$ cat src/rtl/oam_dma.sv
// oam_dma: sprite DMA engine for the Dendy core.
// A CPU write to DMA_REG latches a source page. The engine then halts the CPU,
// copies 256 bytes from {page, 8'h00..8'hFF} into OAM and releases the CPU.
// Optional feature macro: OAM_DMA_OAMADDR_EN. When defined, a CPU write to
// OAMADDR_REG sets the OAM start address used by the copy. When undefined,
// the start address is held at zero.
module oam_dma #(
  parameter logic [15:0] DMA_REG     = 16'h4014,
  parameter logic [15:0] OAMADDR_REG = 16'h2003
) (
  input  logic        clock25,
  input  logic        reset,
  input  logic        ce_cpu,
  input  logic [15:0] cpu_a,
  input  logic [7:0]  cpu_d,
  input  logic        cpu_w,
  output logic        rdy,
  output logic [15:0] dma_a,
  output logic        dma_oe,
  input  logic [7:0]  dma_i,
  output logic [7:0]  oam_wa,
  output logic [7:0]  oam_wd,
  output logic        oam_we,
  output logic        busy
);

`ifdef OAM_DMA_OAMADDR_EN
  localparam logic START_EN = 1'b1;
`else
  localparam logic START_EN = 1'b0;
`endif

  typedef enum logic [2:0] {
    ST_IDLE  = 3'd0,
    ST_HALT  = 3'd1,
    ST_ALIGN = 3'd2,
    ST_READ  = 3'd3,
    ST_WRITE = 3'd4
  } state_t;

  state_t      state_r;
  state_t      state_s;
  logic [7:0]  page_r;
  logic [7:0]  page_s;
  // One bit wider than a byte index so the last byte can be recognised
  // before the increment without any wrap ambiguity.
  logic [8:0]  count_r;
  logic [8:0]  count_s;
  logic [7:0]  start_r;
  logic        odd_r;

  logic        rdy_r;
  logic        busy_r;
  logic        dma_oe_r;
  logic [15:0] dma_a_r;
  logic [7:0]  oam_wa_r;
  logic [7:0]  oam_wd_r;
  logic        oam_we_r;

  logic        trigger_s;
  logic        oamaddr_wr_s;
  logic        write_tick_s;

  // A trigger is only honoured from IDLE; writes to $4014 while busy are dropped.
  assign trigger_s    = ce_cpu & cpu_w & (cpu_a == DMA_REG) & (state_r == ST_IDLE);
  assign oamaddr_wr_s = START_EN & ce_cpu & cpu_w & (cpu_a == OAMADDR_REG) & (state_r == ST_IDLE);
  assign write_tick_s = ce_cpu & (state_r == ST_WRITE);

  // Next-state and datapath-next logic; only sampled into registers on ce_cpu ticks.
  always_comb begin
    state_s = state_r;
    page_s  = page_r;
    count_s = count_r;
    case (state_r)
      ST_IDLE: begin
        if (trigger_s) begin
          state_s = ST_HALT;
          page_s  = cpu_d;
          count_s = 9'd0;
        end else begin
          state_s = ST_IDLE;
        end
      end
      ST_HALT: begin
        // odd toggles this tick; an odd phase afterwards needs one align tick
        // so that reads land on get cycles.
        if (!odd_r) begin
          state_s = ST_ALIGN;
        end else begin
          state_s = ST_READ;
        end
      end
      ST_ALIGN: begin
        state_s = ST_READ;
      end
      ST_READ: begin
        state_s = ST_WRITE;
      end
      ST_WRITE: begin
        count_s = count_r + 9'd1;
        if (count_r == 9'd255) begin
          state_s = ST_IDLE;
        end else begin
          state_s = ST_READ;
        end
      end
      default: begin
        state_s = ST_IDLE;
      end
    endcase
  end

  // FSM state, page, byte counter and get/put parity register.
  always_ff @(posedge clock25 or posedge reset) begin
    if (reset) begin
      state_r <= ST_IDLE;
      page_r  <= 8'd0;
      count_r <= 9'd0;
      odd_r   <= 1'b0;
    end else if (ce_cpu) begin
      state_r <= state_s;
      page_r  <= page_s;
      count_r <= count_s;
      odd_r   <= ~odd_r;
    end
  end

  // OAM start address; stays zero unless the start-address feature is built in.
  always_ff @(posedge clock25 or posedge reset) begin
    if (reset) begin
      start_r <= 8'd0;
    end else if (oamaddr_wr_s) begin
      start_r <= cpu_d;
    end
  end

  // CPU-facing handshake outputs, registered from the next state.
  always_ff @(posedge clock25 or posedge reset) begin
    if (reset) begin
      rdy_r    <= 1'b1;
      busy_r   <= 1'b0;
      dma_oe_r <= 1'b0;
    end else if (ce_cpu) begin
      rdy_r    <= (state_s == ST_IDLE);
      busy_r   <= (state_s != ST_IDLE);
      dma_oe_r <= (state_s == ST_READ);
    end
  end

  // Bus read address, presented for the whole READ tick; page FF stays in page FF.
  always_ff @(posedge clock25 or posedge reset) begin
    if (reset) begin
      dma_a_r <= 16'd0;
    end else if (ce_cpu && (state_s == ST_READ)) begin
      dma_a_r <= {page_s, count_s[7:0]};
    end
  end

  // OAM write address and data captured on the WRITE tick.
  always_ff @(posedge clock25 or posedge reset) begin
    if (reset) begin
      oam_wa_r <= 8'd0;
      oam_wd_r <= 8'd0;
    end else if (write_tick_s) begin
      oam_wa_r <= start_r + count_r[7:0];
      oam_wd_r <= dma_i;
    end
  end

  // OAM write strobe: exactly one clock25 cycle following each WRITE tick.
  always_ff @(posedge clock25 or posedge reset) begin
    if (reset) begin
      oam_we_r <= 1'b0;
    end else begin
      oam_we_r <= write_tick_s;
    end
  end

  assign rdy    = rdy_r;
  assign busy   = busy_r;
  assign dma_oe = dma_oe_r;
  assign dma_a  = dma_a_r;
  assign oam_wa = oam_wa_r;
  assign oam_wd = oam_wd_r;
  assign oam_we = oam_we_r;

endmodule

$ cat config.mk
export PLATFORM = sky130hd
export DESIGN_NAME = oam_dma
export DESIGN_NICKNAME = d
export VERILOG_FILES = /design/src/rtl/oam_dma.sv
export SDC_FILE = /design/constraint.sdc
export NUM_CORES = 1
export LEC_CHECK = 0
export BUFFER_PORTS_ARGS = -buffer_cell sky130_fd_sc_hd__buf_2
export CAP_MARGIN = 10
export CORE_ASPECT_RATIO = 0.8
export CORE_MARGIN = 5
export CORE_UTILIZATION = 50
export CTS_CLUSTER_SIZE = 8
export DETAILED_ROUTE_END_ITERATION = 7
export GPL_TIMING_DRIVEN = 1
export PLACE_DENSITY = 0.88
export SYNTH_ARGS = -nofsm -noshare
export SYNTH_HDL_FRONTEND = slang
export SYNTH_SLANG_ARGS = --single-unit
$ cat constraint.sdc
create_clock -name clock25 -period 6.45 [get_ports clock25]
set_clock_uncertainty 0.15 [all_clocks]
set_input_delay 1.29 -clock clock25 [delete_from_list [all_inputs] [get_ports clock25]]
set_output_delay 1.29 -clock clock25 [all_outputs]
set_load 0.01 [all_outputs]
### After elaboration in Yosys (flattened, before gate mapping)

Cells that the tools add are included.

| word-level totals | value |
|---|---|
| output and inout port bits | 36 |
| input bits | 36 |
| bits in registers | 57 |
| word-level logic and storage cells | 40 |

| operators by class | value |
|---|---|
| $add $sub $neg | 1 |
| multiplexer cells | 8 |
| reduce and logical (&&, ||, !) cells | 6 |
| eq/ne operators | 8 |
| bitwise operators | 5 |

Operator list:

| operator | number |
|---|---|
| 9-bit case mux with 2 select lines | 1 |
| 16-bit by 15-bit equality test with 1-bit output, second input constant | 1 |
| 8-bit two-way mux | 2 |
| 3-bit case mux with 5 select lines | 1 |
| 9-bit by 1-bit adder with 9-bit output, second input constant | 1 |
| 3-bit by 2-bit equality test with 1-bit output, second input constant | 3 |
| 9-bit by 8-bit equality test with 1-bit output, second input constant | 1 |
| 9-bit two-way mux | 1 |
| 3-bit logical NOT | 2 |
| 1-bit AND | 4 |
| 3-bit by 1-bit equality test with 1-bit output, second input constant | 1 |
| 3-bit equality test, second input constant | 1 |
| 3-bit AND reduction | 1 |
| 3-bit nonzero test | 1 |
| 1-bit two-way mux | 2 |
| 2-bit two-way mux | 1 |
| 2-bit inequality test, second input constant | 1 |
| 2-bit nonzero test | 1 |
| 1-bit logical AND | 1 |
| 1-bit inverter | 1 |

### Longest topological paths before layout

Gate-level depths: netlist (run 1).

| depth | value |
|---|---|
| depth in word-level cells | 7 |
| mapped depth | 11 |
| depth with buffers taken out | 9 |

### Worst setup path after synthesis (run 1)

No wires, ideal clock.

| path | value |
|---|---|
| path type | input to register |
| start | input port cpu_a[3] |
| end | register dma_a_r[8] (netlist: dma_a[8]) |
| path buffers | 2 |
| arrival time | 2738 ps |
| stages on the path | 7 |
| setup time | 123 ps |
| slack | 3439 ps |
| required time | 6177 ps |
| cell sequence | nor4bb_1 nand4b_1 or4_4 buf_6 buf_8 o22ai_4 a21oi_2 |

| on the way | value |
|---|---|
| cells in the longest elaborated chain, start to end | 7 |
| elaborated cells between the ends (all ways) | 9 |
| classes of those cells | eq/ne (2); mux (4); bitwise (2); reduce/logical (1) |

Ends and longest elaborated chain:

| what | RTL line | text |
|---|---|---|
| from (decl) | 14 | `input logic [15:0] cpu_a,` |
| 16-bit by 15-bit equality test with 1-bit output * | 65 | `assign trigger_s = ce_cpu & cpu_w & (cpu_a == DMA_REG) & (state_r == ST_IDLE);` |
| 1-bit AND * (2 in series) | 65 |  |
| 1-bit two-way mux | 76 | `if (trigger_s) begin` |
| 3-bit case mux with 5 select lines | 74 | `case (state_r)` |
| 3-bit by 2-bit equality test with 1-bit output | 154 | `end else if (ce_cpu && (state_s == ST_READ)) begin` |
| 1-bit logical AND | 154 |  |
| to (signal assigned) | 155 | `dma_a_r <= {page_s, count_s[7:0]};` |
| to (decl) | 55 | `logic [15:0] dma_a_r;` |

Every way passes the cells marked *; elsewhere a longest branch is shown, timed or not.
A chain may end at the register's enable or synchronous reset.

### Final worst setup path (run 1)

| path | value |
|---|---|
| start | register count_r[0] |
| end | register dma_a_r[13] (netlist: dma_a[13]) |

| on the way | value |
|---|---|
| cells in the longest elaborated chain, start to end | 5 |

Ends and longest elaborated chain:

| what | RTL line | text |
|---|---|---|
| from (decl) | 47 | `logic [8:0] count_r;` |
| from (signal assigned) | 123 | `count_r <= count_s;` |
| 9-bit by 8-bit equality test with 1-bit output | 101 | `if (count_r == 9'd255) begin` |
| 2-bit two-way mux | 101 |  |
| 3-bit case mux with 5 select lines | 74 |  |
| 3-bit by 2-bit equality test with 1-bit output | 154 |  |
| 1-bit logical AND | 154 |  |

No other way between the ends.

==> results of run 1 <==
area by class of cell:
cell class,instances,area (um^2)
fillers,446,1840
repair buffers,73,370
multi-input cells,207,1120
flip-flops and latches,57,1430
clock buffers,14,173
inverters,6,22.5
clock inverters,2,60.1
well taps,62,77.6
power groups by stage:
stage               Combinational (W)  Sequential [W]  Clock [W]
floorplan                    0.000327        0.000569          0
global placement             0.000471        0.000558          0
detailed placement           0.000485        0.000564          0
CTS                          0.000490        0.000559   0.000394
global route                 0.000545        0.000578   0.000408
finish                       0.000484        0.000560   0.000385
cell usage after synthesis (3+ instances only):
master / n
sky130_fd_sc_hd__nand2_1: 90
sky130_fd_sc_hd__dfrtp_1: 56
sky130_fd_sc_hd__nor2_1: 21
sky130_fd_sc_hd__a21oi_1: 13
sky130_fd_sc_hd__o21ai_0: 10
sky130_fd_sc_hd__o22ai_1: 8
sky130_fd_sc_hd__a31oi_1: 7
sky130_fd_sc_hd__buf_2: 6
sky130_fd_sc_hd__clkbuf_1: 6
sky130_fd_sc_hd__inv_1: 6
sky130_fd_sc_hd__nand3_1: 6
sky130_fd_sc_hd__a22o_1: 4
sky130_fd_sc_hd__and3_1: 3
sky130_fd_sc_hd__nor3_1: 3
sky130_fd_sc_hd__nor4_2: 3
sky130_fd_sc_hd__xor2_1: 3
worst min-delay path by stage:
stage	slack, ps	end	depth (start not counted)	start
global route	340	page_r[1]$_DFFE_PP0P_	2	page_r[1]$_DFFE_PP0P_
finish	320	odd_r$_DFFE_PP0P_	1	odd_r$_DFFE_PP0P_
global placement	300	page_r[6]$_DFFE_PP0P_	2	page_r[6]$_DFFE_PP0P_
detailed placement	310	odd_r$_DFFE_PP0P_	1	odd_r$_DFFE_PP0P_
CTS	320	odd_r$_DFFE_PP0P_	1	odd_r$_DFFE_PP0P_
floorplan	290	odd_r$_DFFE_PP0P_	1	odd_r$_DFFE_PP0P_
registers in the layout, summed over array words and instances (netlist names):
register	cells
busy	1
oam_wd	8
oam_we	1
state_r	3
dma_a	16
odd_r	1
page_r	8
oam_wa	8
dma_oe	1
count_r	9
rdy	1
kinds of logic (layout without fill, tap and decap cells):
logic type / after synthesis / in the layout / share of synthesized area
compound gates: 58 / 58 / 0.153
xor+xnor: 3 / 3 / 0.00988
fa+ha+maj: 2 / 2 / 0.00941
buf+inv: 21 / 95 / 0.0423
flops: 57 / 57 / 0.537
mux: 1 / 1 / 0.00376
simple gates: 143 / 143 / 0.245
per-stage QoR:
| stage | instances | util | instance area (um^2) |
|---|---|---|---|
| 2_1_floorplan | 285 | - | 2660 |
| 3_3_place_gp | 405 | 0.592 | 3020 |
| 3_5_place_dp | 405 | 0.592 | 3020 |
| 4_1_cts | 421 | 0.638 | 3250 |
| 5_1_grt | 421 | 0.638 | 3250 |
| 6_report | 421 | 0.638 | 3250 |
layer usage:
layer / routed length (um) / share of wire
met5: 0 / 0
met4: 65 / 0.011
met3: 464 / 0.076
met2: 2970 / 0.48
met1: 2640 / 0.43
critical path: stages, from the launching register on:
cell and delay, ps:
sky130_fd_sc_hd__dfrtp_1 490, sky130_fd_sc_hd__ha_1 320, sky130_fd_sc_hd__and3_1 200, sky130_fd_sc_hd__and3_1 180, sky130_fd_sc_hd__ha_1 190, sky130_fd_sc_hd__or4b_4 530
sky130_fd_sc_hd__a31oi_4 410, sky130_fd_sc_hd__and2_1 510, sky130_fd_sc_hd__nor2_1 100, sky130_fd_sc_hd__a21oi_1 170
==> results.py, run 1 <==
metrics = {
    "outcome": {
        "outcome": "completed",
    },
    "worst_setup_path": {
        "critical_path.max_fanout": 13,
        "endpoint_kind": "flip-flop",
        "criticalPathCategory": "reg2reg",
        "worst_setup_path_endpoint": "dma_a[13]$_DFFE_PP0P_",
        "beginning_of_the_worst_register_to_register_path": "count_r[0]$_DFFE_PP0P_",
        "ff2ff_setup_slack_ps": 3120,
        "r2r_cells": 9,
        "crit_path_start_kind": "flip-flop",
        "arrival_ps": 3430,
        "worst_r2r_endpoint": "dma_a[13]$_DFFE_PP0P_",
        "critical_path_required_ps": 6550,
        "worst_setup_path_startpoint": "count_r[0]$_DFFE_PP0P_",
    },
    "route": {
        "detail_route.vias_per_cell": 5.56,
        "antenna_left": 0,
        "drc_errors": 0,
        "wl_mm": 6.13,
        "first_pass_iteration_count_of_the_detailed_router": 5,
        "initialDrtViolationCount": 172,
        "vias": 2342,
        "wl_per_cell_um": 14.6,
    },
    "sta": {
        "final_critical_path_setup_slack_ps": 3120,
        "tns_ps": 0,
        "finalHoldWorstSlack_ps": 317,
        "setup_violations": 0,
        "final_hold_viol_count": 0,
        "fin_crit_ps": 3330,
        "slew-limit-headroom": 0.401,
        "tightest_slew_ps": 891,
        "max_frequency_mhz": 300,
        "maxSlewViolCount": 0,
        "final_min_period_over_clock_period": 0.517,
        "grt_setup_unrepaired": "no",
    },
    "clock_network": {
        "clk_root_buffer_cell": "sky130_fd_sc_hd__clkbuf_8",
        "cts_hold_repair.buffers": 0,
        "tritoncts.num_buffers": 9,
        "cts_resized": 0,
        "cts-root-to-sink-buffers": 2,
        "cts_htree_levels": 3,
        "post-cts-setup-buffers": 0,
        "clkSlewWorstSetupHoldPaths_ps": 70,
        "cts_tree": "built",
        "clock_sink_count": 57,
        "clkLatencyLatePin_ps": 340,
    },
    "global_route": {
        "globalRouteOverflowTotal": 0,
        "grt_use_met1": 0.245,
        "via_count_of_the_first_global_routing_pass": 2191,
        "highest_utilization_routing_layer_at_the_global_route_stage": "met2",
        "grt_first_pass_wirelength_mm": 10.3,
        "use_met3": 0.0599,
        "global_route.usage.total": 0.192,
        "grt_max_degree": 58,
        "number_of_antenna_violations_at_the_first_check_in_global_routing": 0,
        "globalRouteMet2Util": 0.311,
    },
    "floorplan": {
        "fp.dieH_um": 75.2,
        "rows": 23,
        "io-pin-count": 72,
        "die_area_um2": 6890,
        "die_w_um": 91.6,
        "core_region_area_um2": 5090,
        "initial_standard_cell_utilization_of_the_core": 0.522,
    },
    "synthesis": {
        "edff_count_synth": 0,
        "yosys_most_used_dff": "sky130_fd_sc_hd__dfrtp_1",
        "yosysWarningCount": 0,
        "mappedNetlistArea_um2": 2660,
        "syn_inst": 285,
        "most_area_consuming_cells_after_synthesis": "sky130_fd_sc_hd__dfrtp_1 (53%), sky130_fd_sc_hd__nand2_1 (13%), sky130_fd_sc_hd__nor2_1 (3.0%), sky130_fd_sc_hd__a21oi_1 (2.4%), sky130_fd_sc_hd__o21ai_0 (1.9%)",
        "synth_sequential_area_ratio": 0.537,
        "synthArstFlopShare": 1.00,
        "synth_fp_nets": 323,
        "synth_area_leader_cell": "sky130_fd_sc_hd__dfrtp_1",
        "yosys_register_bits": 57,
        "post-synth-top-area-fraction": 0.527,
        "post_synth_num_cell_types": 47,
        "avgSynthCellArea_um2": 9.33,
    },
    "pwr": {
        "power_frac_clock": 0.269,
        "share_comb_of_total_power": 0.339,
        "power.density_nw_per_um2": 440,
        "cell_internal_pwr_w": 0.000919,
        "sw_frac_of_total": 0.357,
        "leakage_nw": 1.66,
        "design_power_total_w": 0.00143,
        "vdd_drop_max_mv": 0.271,
        "seq_power_share": 0.392,
        "p_sw_w": 0.000510,
    },
    "finish": {
        "final_cell_mix": "sky130_fd_sc_hd__nand2_1 (90), sky130_fd_sc_hd__buf_2 (71), sky130_fd_sc_hd__dfrtp_1 (56)",
        "syn_to_final_growth_pct": 22.2,
        "final_nets": 392,
        "antenna_cells_inserted": 0,
        "mostFrequentLayoutCell": "sky130_fd_sc_hd__nand2_1",
        "post_route_cells_drive_above_1_share": 0.287,
    },
    "placed_design": {
        "hpwl_mm": 4.26,
        "globalplace.congestion": 0.821,
        "placement.setup.worst_slack_ps": 3090,
        "io_buffers": 71,
    },
    "job": {
        "max-cap-violations": 0,
    },
    "min_path": {
        "worstHoldPathType": "reg2reg",
    },
}
(Power assumes the default switching activity.)
==> run 2: changes to the inputs <==
ABC_AREA = 1   (was unset)
CORE_UTILIZATION = 47   (was 50)
PLACE_DENSITY = 0.86   (was 0.88)
clock period = 2.95 ns   (was 6.45 ns; I/O delays follow)
==> run 2 against run 1 <==
Final area is 4.4% higher. Die area rose by 8.9%. Register-to-register slack got worse by 2600 ps. Synthesized area rose by 3.5%. Critical path type unchanged. Largest cell class unchanged. Largest power group unchanged. Highest routed layer unchanged.
==> results.py, run 2 <==
metrics = {
    "synthesis": {
        "synth_xor_xnor_area_share": 0.00318,
        "yosys.cell_count.top_type": "sky130_fd_sc_hd__nand2_1",
        "synth_simple_gate_area_share": 0.353,
        "synth_sequential_area_ratio": 0.518,
        "synthTopCellsByCount": "sky130_fd_sc_hd__nand2_1 (133), sky130_fd_sc_hd__dfrtp_1 (56), sky130_fd_sc_hd__inv_1 (41)",
        "syn_inst": 353,
        "most_area_consuming_cells_after_synthesis": "sky130_fd_sc_hd__dfrtp_1 (51%), sky130_fd_sc_hd__nand2_1 (18%), sky130_fd_sc_hd__nand3_1 (7.1%), sky130_fd_sc_hd__inv_1 (5.6%), sky130_fd_sc_hd__o21ai_0 (3.5%)",
        "avgSynthCellArea_um2": 7.80,
        "synthArstFlopShare": 1.00,
        "post-synth-top-area-fraction": 0.509,
        "synth_compound_gate_area_share": 0.0400,
        "yosysWarningCount": 0,
        "synth.mux.area_fraction": 0,
        "yosys_register_bits": 57,
        "post_synth_num_cell_types": 25,
        "yosys_most_used_dff": "sky130_fd_sc_hd__dfrtp_1",
        "synth_area_leader_cell": "sky130_fd_sc_hd__dfrtp_1",
        "synthAdderAreaFrac": 0.00909,
        "synth_fp_nets": 391,
        "edff_count_synth": 0,
        "mappedNetlistArea_um2": 2750,
        "dominant_combinational_cell_family_by_area_after_synthesis": "simple AND/OR/NAND/NOR gates",
    },
    "floorplan": {
        "die_area_um2": 7500,
        "rows": 25,
        "die_w_um": 95.6,
        "io-pin-count": 72,
        "fp.dieH_um": 78.5,
        "core_region_area_um2": 5790,
        "initial_standard_cell_utilization_of_the_core": 0.476,
    },
    "route": {
        "wirelength_met1_mm": 2.63,
        "wl_mm": 6.28,
        "detail_route.vias_per_cell": 4.87,
        "maxUsedRoutingLayer": "met4",
        "drc_errors": 0,
        "initialDrtViolationCount": 209,
        "met2RoutedLength_mm": 2.90,
        "first_pass_iteration_count_of_the_detailed_router": 4,
        "antenna_left": 0,
        "wl_per_cell_um": 12.1,
        "dr_wl_met3_um": 675,
        "vias": 2520,
    },
    "clock_network": {
        "cts_tree": "built",
        "clkLatencyLatePin_ps": 340,
        "clkSlewWorstSetupHoldPaths_ps": 60,
        "clock_sink_count": 57,
        "cts-root-to-sink-buffers": 2,
        "cts_hold_repair.buffers": 0,
        "post-cts-setup-buffers": 0,
        "clk_root_buffer_cell": "sky130_fd_sc_hd__clkbuf_8",
        "cts_htree_levels": 3,
        "tritoncts.num_buffers": 9,
        "cts_resized": 0,
    },
    "sta": {
        "slew-limit-headroom": 0.369,
        "maxSlewViolCount": 0,
        "grt_setup_unrepaired": "no",
        "max_frequency_mhz": 418,
        "setup_violations": 0,
        "tns_ps": 0,
        "final_critical_path_setup_slack_ps": 555,
        "tightest_slew_ps": 945,
        "final_hold_viol_count": 0,
        "fin_crit_ps": 2390,
        "final_min_period_over_clock_period": 0.812,
    },
    "placed_design": {
        "hpwl_mm": 4.60,
        "placement.setup.worst_slack_ps": 581,
        "io_buffers": 71,
        "globalplace.congestion": 0.857,
    },
    "worst_setup_path": {
        "critPathMostFrequentCell": "sky130_fd_sc_hd__nand2_1",
        "endpoint_kind": "flip-flop",
        "worst_r2r_endpoint": "dma_a[4]$_DFFE_PP0P_",
        "total_number_of_cells_along_the_worst_setup_path": 14,
        "worstPathCellList": "ha_1 > nand2_1 > nor2_1 > nand3_1 > nor2_1 > ha_1 > inv_1 > nand2_1 > nand2_1 > nor2_2 > nor2_8 > inv_2 > nand2_1 > nand2_1",
        "crit_path_start_kind": "flip-flop",
        "worstPathBufferInverterCount": 2,
        "worst_setup_path_endpoint": "dma_a[4]$_DFFE_PP0P_",
        "critical_path.max_fanout": 17,
        "timing.critical_path.max_delay_family": "simple AND/OR/NAND/NOR gates",
        "criticalPathCategory": "reg2reg",
        "cp_slowest_stage_delay_ps": 440,
        "arrival_ps": 2530,
        "r2r_cells": 14,
        "critical_path_required_ps": 3080,
        "beginning_of_the_worst_register_to_register_path": "count_r[1]$_DFFE_PP0P_",
        "cp_slowest_cell": "sky130_fd_sc_hd__dfrtp_1",
        "worst_setup_path_startpoint": "count_r[1]$_DFFE_PP0P_",
        "ff2ff_setup_slack_ps": 560,
    },
    "finish": {
        "final_nets": 469,
        "layout.filler_cells": 533,
        "mostFrequentLayoutCell": "sky130_fd_sc_hd__nand2_1",
        "post_route_cells_drive_above_1_share": 0.234,
        "antenna_cells_inserted": 0,
        "multi_input_area_um2": 1120,
        "final_cell_mix": "sky130_fd_sc_hd__nand2_1 (133), sky130_fd_sc_hd__buf_2 (71), sky130_fd_sc_hd__dfrtp_1 (56)",
        "sequential_cell_area_in_the_final_layout_um2": 1430,
        "syn_to_final_growth_pct": 23.2,
        "largest_register_ffs": 16,
    },
    "global_route": {
        "global_route.usage.total": 0.182,
        "number_of_antenna_violations_at_the_first_check_in_global_routing": 0,
        "via_count_of_the_first_global_routing_pass": 2428,
        "grt_max_degree": 48,
        "grt_first_pass_wirelength_mm": 10.5,
        "globalRouteOverflowTotal": 0,
    },
    "outcome": {
        "outcome": "completed",
    },
    "min_path": {
        "hold_depth": 3,
        "worstHoldPathType": "in2reg",
    },
    "job": {
        "max-cap-violations": 0,
    },
    "pwr": {
        "vdd_drop_max_mv": 0.370,
        "leakage_nw": 1.86,
        "power.density_nw_per_um2": 903,
    },
}
run 2: worst min path at each step:
stage | from | slack (ps) | to
after CTS | dma_i[3] | 280 | oam_wd[3]$_DFFE_PP0P_
after global routing | dma_i[7] | 290 | oam_wd[7]$_DFFE_PP0P_
after global placement | odd_r$_DFFE_PP0P_ | 310 | odd_r$_DFFE_PP0P_
final | dma_i[3] | 300 | oam_wd[3]$_DFFE_PP0P_
after floorplan | odd_r$_DFFE_PP0P_ | 290 | odd_r$_DFFE_PP0P_
after detailed placement | odd_r$_DFFE_PP0P_ | 310 | odd_r$_DFFE_PP0P_
run 2: tightest hold or removal path: stages:
cell and delay, ps:
sky130_fd_sc_hd__buf_2 80, sky130_fd_sc_hd__nand2_1 40, sky130_fd_sc_hd__nand2_1 50
run 2: kinds of logic (layout without fill, tap and decap cells):
| group | Yosys count | after routing |
|---|---|---|
| and+or+nand+nor | 220 | 220 |
| DFF | 57 | 57 |
| buffers and inverters | 52 | 135 |
| AOI/OAI and AO/OA | 21 | 21 |
| adders and majority gates | 2 | 2 |
| xor gates and xnor gates | 1 | 1 |
run 2: cell type report:
| type | count | area share |
|---|---|---|
| multi-input cells | 244 | 0.329 |
| repair buffers | 76 | 0.116 |
| inverters | 43 | 0.0476 |
| clock buffers | 15 | 0.0549 |
| well taps | 81 | 0.0299 |
| flip-flops and latches | 57 | 0.421 |
| clock inverters | 1 | 0.00221 |
run 2: where the power goes:
group	switching [W]	internal [W]	total (W)
registers	0.000201	0.00107	0.00127
clock network	0.000293	0.000397	0.000690
logic	0.000697	0.000408	0.00110
total	0.00119	0.00188	0.00307
run 2: metal layers:
metal / up-vias / track usage
li1: 1266 / -
met1: 1150 / 0.214
met2: 98 / 0.295
met3: 6 / 0.0843
met4: 0 / 0.0554
met5: - / 0
run 2: metrics by stage:
stage | hold WS (ps) | util | instance area (um^2) | power, W | cells
floorplan | 288 | - | 2750 | 0.00199 | 353
global placement | 305 | 0.553 | 3200 | 0.00235 | 501
detailed placement | 305 | 0.553 | 3200 | 0.00239 | 501
CTS | 278 | 0.586 | 3390 | 0.00310 | 517
global route | 287 | 0.586 | 3390 | 0.00331 | 517
finish | 296 | 0.586 | 3390 | 0.00307 | 517
==> run 3: changes to the inputs <==
CORE_UTILIZATION = 50   (was 47)
PLACE_DENSITY = 0.87   (was 0.86)
clock period = 2.3 ns   (was 2.95 ns; I/O delays follow)
==> run 3 against run 2 <==
Non-clock buffer count grew 9. Cell count shrank 1.5%. Die area shrank 5.3%. Critical path depth is the same. Critical endpoint is now dma_a[8]$_DFFE_PP0P_. Final area grew 2.7%. First-iteration DRC count shrank 14%. Clock-buffer cell count shrank 2. Largest cell class unchanged. Largest power group unchanged. Register-to-register slack lost 390 ps. Global-route usage grew 1.4 points. Utilization grew 5.8 points.
==> results.py, run 3 (synthesized netlist as in run 2, its figures left out) <==
metrics = {
    "clock_network": {
        "post-cts-setup-buffers": 0,
        "cts_htree_levels": 3,
        "cts_resized": 0,
        "cts_tree": "built",
        "clkSlewWorstSetupHoldPaths_ps": 60,
        "clk_root_buffer_cell": "sky130_fd_sc_hd__clkbuf_8",
        "clkLatencyLatePin_ps": 330,
        "cts_hold_repair.buffers": 0,
        "cts-root-to-sink-buffers": 2,
        "clock_sink_count": 57,
        "tritoncts.num_buffers": 9,
    },
    "worst_setup_path": {
        "worstPathCellList": "ha_1 > nand2_1 > nor2_2 > nand3_1 > nor2_1 > ha_1 > inv_1 > nand2_1 > nand2_1 > nor2_4 > nor2_8 > buf_4 > nand3_1 > nand2_1",
        "endpoint_kind": "flip-flop",
        "timing.critical_path.max_delay_family": "simple AND/OR/NAND/NOR gates",
        "cp_slowest_cell": "sky130_fd_sc_hd__dfrtp_1",
        "criticalPathCategory": "reg2reg",
        "critPathMostFrequentCell": "sky130_fd_sc_hd__nand2_1",
        "critical_path.max_fanout": 9,
        "crit_path_start_kind": "flip-flop",
        "arrival_ps": 2210,
        "critical_path_required_ps": 2380,
        "cp_slowest_stage_delay_ps": 360,
        "worstPathBufferInverterCount": 2,
    },
    "sta": {
        "final_min_period_over_clock_period": 0.926,
        "maxSlewViolCount": 0,
        "tightest_slew_ps": 572,
        "setup_violations": 0,
        "final_hold_viol_count": 0,
        "tns_ps": 0,
        "slew-limit-headroom": 0.618,
        "grt_setup_unrepaired": "no",
        "max_frequency_mhz": 469,
        "fin_crit_ps": 2130,
        "final_critical_path_setup_slack_ps": 170,
    },
    "finish": {
        "antenna_cells_inserted": 0,
        "layout.filler_cells": 432,
        "post_route_cells_drive_above_1_share": 0.255,
        "final_cell_mix": "sky130_fd_sc_hd__nand2_1 (133), sky130_fd_sc_hd__buf_2 (71), sky130_fd_sc_hd__dfrtp_1 (56)",
        "mostFrequentLayoutCell": "sky130_fd_sc_hd__nand2_1",
        "largest_register_ffs": 16,
        "syn_to_final_growth_pct": 26.5,
        "final_nets": 478,
    },
    "pwr": {
        "cell_internal_pwr_w": 0.00259,
        "vdd_drop_max_mv": 0.469,
        "power.density_nw_per_um2": 1190,
        "sw_frac_of_total": 0.374,
        "share_comb_of_total_power": 0.379,
        "seq_power_share": 0.382,
        "p_sw_w": 0.00155,
        "power_frac_clock": 0.239,
        "leakage_nw": 1.93,
    },
    "route": {
        "detail_route.vias_per_cell": 4.95,
        "wl_per_cell_um": 12.4,
        "drc_errors": 0,
        "vias": 2519,
        "antenna_left": 0,
        "wl_mm": 6.30,
        "first_pass_iteration_count_of_the_detailed_router": 4,
        "initialDrtViolationCount": 179,
    },
    "min_path": {
        "worstHoldPathType": "in2async",
    },
    "floorplan": {
        "core_region_area_um2": 5410,
        "fp.dieH_um": 76.4,
        "rows": 24,
        "io-pin-count": 72,
        "die_area_um2": 7100,
        "die_w_um": 93.0,
        "initial_standard_cell_utilization_of_the_core": 0.509,
    },
    "outcome": {
        "outcome": "completed",
    },
    "global_route": {
        "globalRouteOverflowTotal": 0,
        "grt_max_degree": 33,
        "global_route.usage.total": 0.196,
        "grt_first_pass_wirelength_mm": 11.1,
        "number_of_antenna_violations_at_the_first_check_in_global_routing": 0,
        "via_count_of_the_first_global_routing_pass": 2476,
    },
    "job": {
        "max-cap-violations": 0,
    },
    "placed_design": {
        "placement.setup.worst_slack_ps": 98.2,
        "globalplace.congestion": 0.854,
        "hpwl_mm": 4.73,
        "io_buffers": 71,
    },
}
## run 3: cell count changes in the layout (fill, tap and decap cells not counted)
cell                         before  now
sky130_fd_sc_hd__nor2_4           2    3
sky130_fd_sc_hd__buf_12           0    1
sky130_fd_sc_hd__bufinv_16        0    1
sky130_fd_sc_hd__inv_4            0    1
sky130_fd_sc_hd__inv_2            3    2
sky130_fd_sc_hd__clkinvlp_4       1    0
sky130_fd_sc_hd__clkbuf_1         2    0
sky130_fd_sc_hd__buf_4            5   13
sky130_fd_sc_hd__clkinv_2         0    1
sky130_fd_sc_hd__nor2_1          21   20
## run 3: final cells by class
| class | instances | area, um^2 | share of cell area |
|---|---|---|---|
| Clock buffer | 13 | 179 | 0.0514 |
| Multi-Input combinational cell | 244 | 1120 | 0.323 |
| Inverter | 43 | 164 | 0.0471 |
| Timing Repair Buffer | 85 | 473 | 0.136 |
| Clock inverter | 2 | 35.0 | 0.0101 |
| Sequential cell | 57 | 1430 | 0.410 |
| Tap cell | 65 | 81.3 | 0.0233 |
## run 3: stage by stage
step	area (um^2)	utilization	hold slack, ps	cells	total power [W]
after floorplan	2750	-	288	353	0.00255
after global placement	3260	0.603	305	494	0.00310
after detailed placement	3260	0.603	310	494	0.00316
after CTS	3470	0.643	36.8	509	0.00417
after global routing	3480	0.644	85.1	509	0.00447
final	3480	0.644	25.9	509	0.00414
## run 3: worst paths after layout
check | slack, ps | cells past startpoint | start | to
worst max-delay path | 170 | 14 | count_r[1]$_DFFE_PP0P_ | dma_a[8]$_DFFE_PP0P_
worst min-delay path | 30 | 2 | reset | page_r[0]$_DFFE_PP0P_
worst max register to register | 170 | 14 | count_r[1]$_DFFE_PP0P_ | dma_a[8]$_DFFE_PP0P_
worst min register to register | 320 | 1 | odd_r$_DFFE_PP0P_ | odd_r$_DFFE_PP0P_
max in group asynchronous | 1410 | 3 | reset | oam_wd[3]$_DFFE_PP0P_
min in group clock25 | 170 | 3 | dma_i[7] | oam_wd[7]$_DFFE_PP0P_
## run 3: power by group through the flow
stage / logic [W] / clock network (W) / registers [W]
4_1_cts: 0.00157 / 0.00101 / 0.00158
3_3_place_gp: 0.00151 / 0 / 0.00159
2_1_floorplan: 0.000811 / 0 / 0.00174
5_1_grt: 0.00177 / 0.00107 / 0.00163
6_report: 0.00157 / 0.000988 / 0.00158
3_5_place_dp: 0.00156 / 0 / 0.00159
## run 3: per-layer routing
| layer | GRT usage | wire, um | vias up |
|---|---|---|---|
| met5 | 0 | 0 | - |
| li1 | - | - | 1277 |
| met1 | 0.245 | 2710 | 1137 |
| met2 | 0.318 | 2930 | 97 |
| met3 | 0.0829 | 604 | 8 |
| met4 | 0.0395 | 53 | 0 |
## run 3: worst register-to-register path: stages, from the launching register on
cell and delay (ps):
sky130_fd_sc_hd__dfrtp_1 360, sky130_fd_sc_hd__ha_1 170, sky130_fd_sc_hd__nand2_1 110, sky130_fd_sc_hd__nor2_2 150, sky130_fd_sc_hd__nand3_1 100, sky130_fd_sc_hd__nor2_1 110, sky130_fd_sc_hd__ha_1 150, sky130_fd_sc_hd__inv_1 40
sky130_fd_sc_hd__nand2_1 70, sky130_fd_sc_hd__nand2_1 80, sky130_fd_sc_hd__nor2_4 160, sky130_fd_sc_hd__nor2_8 70, sky130_fd_sc_hd__buf_4 180, sky130_fd_sc_hd__nand3_1 90, sky130_fd_sc_hd__nand2_1 50
